===== src/rtl/add8_mon_pkg.sv =====
// Shared types and widths for the approximate-adder error monitor.
package add8_mon_pkg;

    localparam int SAE_W = 26;
    localparam int ERR_W = 9;
    localparam int SUM_W = 9;

    typedef enum logic [1:0] {
        ST_IDLE  = 2'd0,
        ST_RUN   = 2'd1,
        ST_DRAIN = 2'd2,
        ST_DONE  = 2'd3
    } mon_state_e;

    // Accumulate an error magnitude into the SAE register, pinning at all-ones.
    function automatic logic [SAE_W-1:0] sae_sat_add(input logic [SAE_W-1:0] acc,
                                                     input logic [ERR_W-1:0] e);
        logic [SAE_W:0] sum;
        sum = {1'b0, acc} + {{(SAE_W + 1 - ERR_W){1'b0}}, e};
        return sum[SAE_W] ? {SAE_W{1'b1}} : sum[SAE_W-1:0];
    endfunction

endpackage


===== src/rtl/add8_absdiff.sv =====
// Combinational absolute difference of two unsigned sums.
module add8_absdiff
    import add8_mon_pkg::*;
(
    input  logic [SUM_W-1:0] x_i,
    input  logic [SUM_W-1:0] y_i,
    output logic [ERR_W-1:0] d_o
);

    assign d_o = (x_i >= y_i) ? (x_i - y_i) : (y_i - x_i);

endmodule


===== src/rtl/add8_err_monitor.sv =====
// Error statistics monitor for an external approximate 8-bit adder:
// three-stage pipeline (exact sum, |error|, statistics) under a run FSM.
module add8_err_monitor
    import add8_mon_pkg::*;
#(
    parameter int N_MAX = 65536
) (
    input  logic                   clk,
    input  logic                   rst_n,
    input  logic                   start,
    input  logic                   in_valid,
    output logic                   in_ready,
    input  logic [7:0]             a,
    input  logic [7:0]             b,
    input  logic [SUM_W-1:0]       o_approx,
    input  logic                   last,
    output logic                   busy,
    output logic                   done,
    output logic [$clog2(N_MAX):0] smp_cnt,
    output logic [$clog2(N_MAX):0] err_cnt,
    output logic [SAE_W-1:0]       sae,
    output logic [ERR_W-1:0]       wce
);

    localparam int CNT_W = $clog2(N_MAX) + 1;
    localparam logic [CNT_W-1:0] CNT_ONE  = CNT_W'(1);
    localparam logic [CNT_W-1:0] LAST_IDX = CNT_W'(N_MAX - 1);

    mon_state_e       state_q, state_d;
    logic [CNT_W-1:0] acc_cnt_q, acc_cnt_d;
    logic             s1_vld_q, s2_vld_q;
    logic [SUM_W-1:0] s1_exact_q, s1_approx_q;
    logic [ERR_W-1:0] s2_err_q, abs_err;
    logic [CNT_W-1:0] smp_q, smp_d, err_q, err_d;
    logic [SAE_W-1:0] sae_q, sae_d;
    logic [ERR_W-1:0] wce_q, wce_d;
    logic             accept, clear;

    assign in_ready = (state_q == ST_RUN);
    assign busy     = (state_q == ST_RUN) || (state_q == ST_DRAIN);
    assign done     = (state_q == ST_DONE);
    assign accept   = in_valid && in_ready;
    assign clear    = start && ((state_q == ST_IDLE) || (state_q == ST_DONE));

    assign smp_cnt = smp_q;
    assign err_cnt = err_q;
    assign sae     = sae_q;
    assign wce     = wce_q;

    add8_absdiff u_absdiff (
        .x_i(s1_exact_q),
        .y_i(s1_approx_q),
        .d_o(abs_err)
    );

    always_comb begin
        state_d   = state_q;
        acc_cnt_d = acc_cnt_q;
        case (state_q)
            ST_IDLE, ST_DONE: begin
                if (start) begin
                    state_d   = ST_RUN;
                    acc_cnt_d = '0;
                end
            end
            ST_RUN: begin
                if (accept) begin
                    acc_cnt_d = acc_cnt_q + CNT_ONE;
                    if (last || (acc_cnt_q == LAST_IDX)) state_d = ST_DRAIN;
                end
            end
            ST_DRAIN: begin
                // Final sample is committed once both stage flags have emptied.
                if (!s1_vld_q && !s2_vld_q) state_d = ST_DONE;
            end
            default: state_d = ST_IDLE;
        endcase
    end

    always_comb begin
        smp_d = smp_q;
        err_d = err_q;
        sae_d = sae_q;
        wce_d = wce_q;
        if (clear) begin
            smp_d = '0;
            err_d = '0;
            sae_d = '0;
            wce_d = '0;
        end else if (s2_vld_q) begin
            smp_d = smp_q + CNT_ONE;
            if (s2_err_q != '0) err_d = err_q + CNT_ONE;
            sae_d = sae_sat_add(sae_q, s2_err_q);
            if (s2_err_q > wce_q) wce_d = s2_err_q;
        end
    end

    always_ff @(posedge clk or negedge rst_n) begin
        if (!rst_n) begin
            state_q     <= ST_IDLE;
            acc_cnt_q   <= '0;
            s1_vld_q    <= 1'b0;
            s2_vld_q    <= 1'b0;
            s1_exact_q  <= '0;
            s1_approx_q <= '0;
            s2_err_q    <= '0;
            smp_q       <= '0;
            err_q       <= '0;
            sae_q       <= '0;
            wce_q       <= '0;
        end else begin
            state_q     <= state_d;
            acc_cnt_q   <= acc_cnt_d;
            s1_vld_q    <= accept;
            s2_vld_q    <= s1_vld_q;
            s1_exact_q  <= {1'b0, a} + {1'b0, b};
            s1_approx_q <= o_approx;
            s2_err_q    <= abs_err;
            smp_q       <= smp_d;
            err_q       <= err_d;
            sae_q       <= sae_d;
            wce_q       <= wce_d;
        end
    end

endmodule


===== config.mk =====
export PLATFORM = sky130hd
export DESIGN_NAME = add8_err_monitor
export DESIGN_NICKNAME = d
export VERILOG_FILES = /design/src/rtl/add8_mon_pkg.sv /design/src/rtl/add8_absdiff.sv /design/src/rtl/add8_err_monitor.sv
export SDC_FILE = /design/constraint.sdc
export NUM_CORES = 1
export LEC_CHECK = 0
export CORE_MARGIN = 4
export CORE_UTILIZATION = 45
export DETAILED_ROUTE_END_ITERATION = 8
export GPL_TIMING_DRIVEN = 0
export PLACE_DENSITY_LB_ADDON = 0.3
export SYNTH_ARGS = -nofsm -noshare
export SYNTH_HDL_FRONTEND = slang
export SYNTH_SLANG_ARGS = --single-unit

===== constraint.sdc =====
create_clock -name clk -period 3.01 [get_ports clk]
set_input_delay 0.903 -clock clk [delete_from_list [all_inputs] [get_ports clk]]
set_output_delay 0.903 -clock clk [all_outputs]
set_load 0.05 [all_outputs]

==> summary.txt <==
Detailed routing
  • Iteration-0 DRC count of the detailed router: 217
  • Post-detailed-route via-to-cell ratio: 5.51
  • Final routed wirelength across all metal layers: 15.3 mm
  • Average detailed-routed wire length per instance: 15.2 µm
  • Count of antenna-violating nets left after detailed routing: 0
  • # DRC: 0
  • Via total after detailed routing: 5,546
  • Count of TritonRoute iterations in the first routing pass: 4

Outcome
  • Run status: finished clean

Clock tree
  • Clk sink count: 117
  • Buffer type at the clock tree root: sky130_fd_sc_hd__clkbuf_16
  • Setup fix buffers added after clock tree synthesis: 0
  • H-tree depth: 4
  • TritonCTS clock tree: done
  • Number of buffers between clock root and the deepest sink: 2
  • Clock Latency Late Sink: 0.41 ns
  • Clock edge transition at the registers on the reported setup and hold paths: 0.05 ns
  • CTS Hold Buffers Added: 0
  • Number of buffers inserted during clock tree synthesis: 17
  • Number of gates resized after cts: 2

STA
  • Final cycle utilization of the critical path: 0.950
  • Crit path time final: 2.86 ns
  • Highest Clock Rate: 0.350 GHz
  • Final Skew: 0.00494 ns
  • Worst-margin pin slew: 0.643 ns
  • RSZ-0062 raised after global routing: no
  • Worst hold slack after final layout: 0.400 ns
  • Final hold violation count: 0
  • Number of slew-limit violations in the final report: 0
  • Setup violations, final: 0
  • Remaining max-slew budget at the tightest pin: 0.571

Synthesis
  • Fraction of post-synthesis cell area in the top cell type by area: 0.440
  • Number of enable flip-flop cells after synthesis: 0
  • Synthesized-area fraction occupied by adder cells: 0.108
  • Syn avg cell area: 9.63 µm²
  • Fraction of synthesized cell area in xor and xnor cells: 0.0816
  • Post-Synth Simple-Gate Area: 0.174
  • Flip-flop and latch count after synthesis: 117
  • Post-synthesis cell type with the largest combined area: sky130_fd_sc_hd__dfrtp_1
  • Unique masters post-synth: 50
  • Cell types occupying the most area after synthesis: sky130_fd_sc_hd__dfrtp_1, sky130_fd_sc_hd__ha_1, sky130_fd_sc_hd__xor2_1, sky130_fd_sc_hd__nor2_1, sky130_fd_sc_hd__o21ai_0
  • Proportion of synthesized area in mux cells: 0.0197
  • Compound-gate portion of the synthesized area: 0.141
  • Synth warnings: 0
  • Number of nets in the synthesized netlist: 776
  • Top FF cell, synth: sky130_fd_sc_hd__dfrtp_1
  • Post-synthesis sequential area ratio: 0.440
  • Syn Inst Count: 691
  • Share of synthesized flip-flops with an asynchronous set or reset: 1.00
  • Largest family of logic cells by synthesized area: simple AND/OR/NAND/NOR gates
  • Post-synthesis instance area: 6660 µm²

Worst setup path
  • Nature of the critical path endpoint: output pin
  • Crit Path Max Fanout: 4
  • Signal arrival time at the worst endpoint: 1.96 ns
  • CP startpoint kind: flop
  • Critical path start-end classification: reg2out
  • Startpoint of the lowest-slack register-to-register path: s2_err_q[0]
  • CP startpoint: state_q[1]
  • Required time at the worst-slack endpoint: 2.11 ns

Placement
  • Dpl cell area: 7920 µm²
  • Detailed-placement wirelength estimate: 11.2 mm
  • Number of buffers added on ports: 100
  • GP Congestion: 0.832

Die
  • Die W: 130 µm
  • Die height: 130 µm
  • Core footprint: 14,500 µm²
  • Number of placed I/O pins: 102
  • Initial core utilization: 0.458
  • Number of placement rows: 44
  • Die ar.: 16,800 µm²

Global routing
  • All-Layer GR Usage: 0.192
  • Number of global-route vias before repair: 5,516
  • Remaining Overflow, GRT: 0
  • Number of antenna violations at the first check in global routing: 0
  • Maximum number of pins on one net before global-route repair: 73
  • Global-route wire length before repair: 26.0 mm

Cells and area
  • Total of fill cells in the finished design: 1,236
  • Fraction of layout cells with a size suffix above 1: 0.0487
  • Post-route cell area: 8490 µm²
  • Area Overhead vs Synth: 27.6%
  • Antenna Diode Count: 0
  • Most common cell after layout, fill and taps aside: sky130_fd_sc_hd__dfrtp_1
  • Final net count: 896
  • Commonest non-fill, non-tap cells in the layout: sky130_fd_sc_hd__dfrtp_1, sky130_fd_sc_hd__clkdlybuf4s50_1, sky130_fd_sc_hd__nor2_1, sky130_fd_sc_hd__ha_1

Power
  • Maximum VDD drop: 0.000536 V
  • LEAKAGE: 3.85 nW
  • Pwr/cell area: 806 nW/µm²

Min path
  • Hold Crit Class: in2async

Run
  • Max capacitance violation total: 0
[power by group]
part | internal (mW) | total [mW] | switching, mW
registers | 1.81 | 2.07 | 0.268
logic | 1.05 | 2.84 | 1.79
clock network | 1.27 | 1.93 | 0.654
[state kept, by name (all words and copies together) (netlist names)]
register     flops
err_cnt         17
s2_err_q         9
wce              9
s2_vld_q         1
s1_exact_q       9
acc_cnt_q       17
s1_approx_q      9
s1_vld_q         1
sae             26
smp_cnt         17
state_q          2
[routing by layer]
layer / GRT usage / vias to the layer above / wire, µm
met5: 0 / - / 0
met4: 0.0758 / 0 / 419
met1: 0.228 / 2681 / 6380
met3: 0.0437 / 29 / 826
met2: 0.338 / 152 / 7650
li1: - / 2684 / -
[cell usage after synthesis (all sizes together) (4+ instances only)]
master / number
xnor2: 21
nand4: 16
nor3: 10
mux2i: 12
clkbuf: 18
nor2b: 12
a311oi: 7
nand2b: 6
nand3: 32
and3: 17
buf: 5
ha: 51
o211ai: 5
dfrtp: 117
xor2: 41
and4: 8
a211oi: 6
a21oi: 34
a31oi: 15
and2: 9
a21o: 5
inv: 40
or3: 5
o21ai: 42
nor2: 77
nand2: 38
fa: 4
o21a: 5
[through the flow]
| step | std cells | setup WS, ns | setup TNS [ns] | util | total power [mW] |
|---|---|---|---|---|---|
| 2_1_floorplan | 691 | 0.323 | 0 | - | 4.11 |
| 3_3_place_gp | 975 | -3.37 | -393.29 | 0.543 | 4.85 |
| 3_5_place_dp | 976 | -0.0767 | -0.154 | 0.545 | 4.94 |
| 4_1_cts | 1006 | 0.0789 | 0 | 0.584 | 6.88 |
| 5_1_grt | 1006 | 0.00419 | 0 | 0.584 | 7.31 |
| 6_report | 1006 | 0.152 | 0 | 0.584 | 6.84 |
[cells by family after synthesis]
logic type,count (synthesis)
flip-flops,117
multiplexers,13
buffers and inverters,63
XOR/XNOR,62
adder cells (fa/ha/maj),55
AND/OR/NAND/NOR,235
AO/OA/AOI/OAI,146
[worst paths after layout]
kind / endpoint / slack (ns) / cells past startpoint
worst max-delay path: in_ready / 0.15 / 3
worst min-delay path: sae[24] / 0.40 / 1
worst max register to register: sae[24] / 0.19 / 8
worst min register to register: s2_vld_q / 0.42 / 0
max in group asynchronous: smp_cnt[14] / 1.92 / 2
min in group clk: s2_vld_q / 0.42 / 0
[cell type report]
| cell class | count | area, µm² | share of cell area |
|---|---|---|---|
| Buffer | 23 | 92.6 | 0.0109 |
| Clock inverter | 3 | 40.0 | 0.00471 |
| Tap cell | 184 | 230 | 0.0271 |
| Clock buffer | 27 | 533 | 0.0628 |
| Timing Repair Buffer | 101 | 1020 | 0.121 |
| Sequential cell | 117 | 2930 | 0.345 |
| Multi-Input combinational cell | 511 | 3490 | 0.411 |
| Inverter | 40 | 150 | 0.0177 |
[critical path, stage by stage, from the launching register on]
cell	delay, ns
sky130_fd_sc_hd__dfrtp_1	0.39
sky130_fd_sc_hd__inv_1	0.10
sky130_fd_sc_hd__ha_1	0.22
sky130_fd_sc_hd__clkdlybuf4s50_1	0.82
No activity file was read; power rests on OpenSTA's default activity.
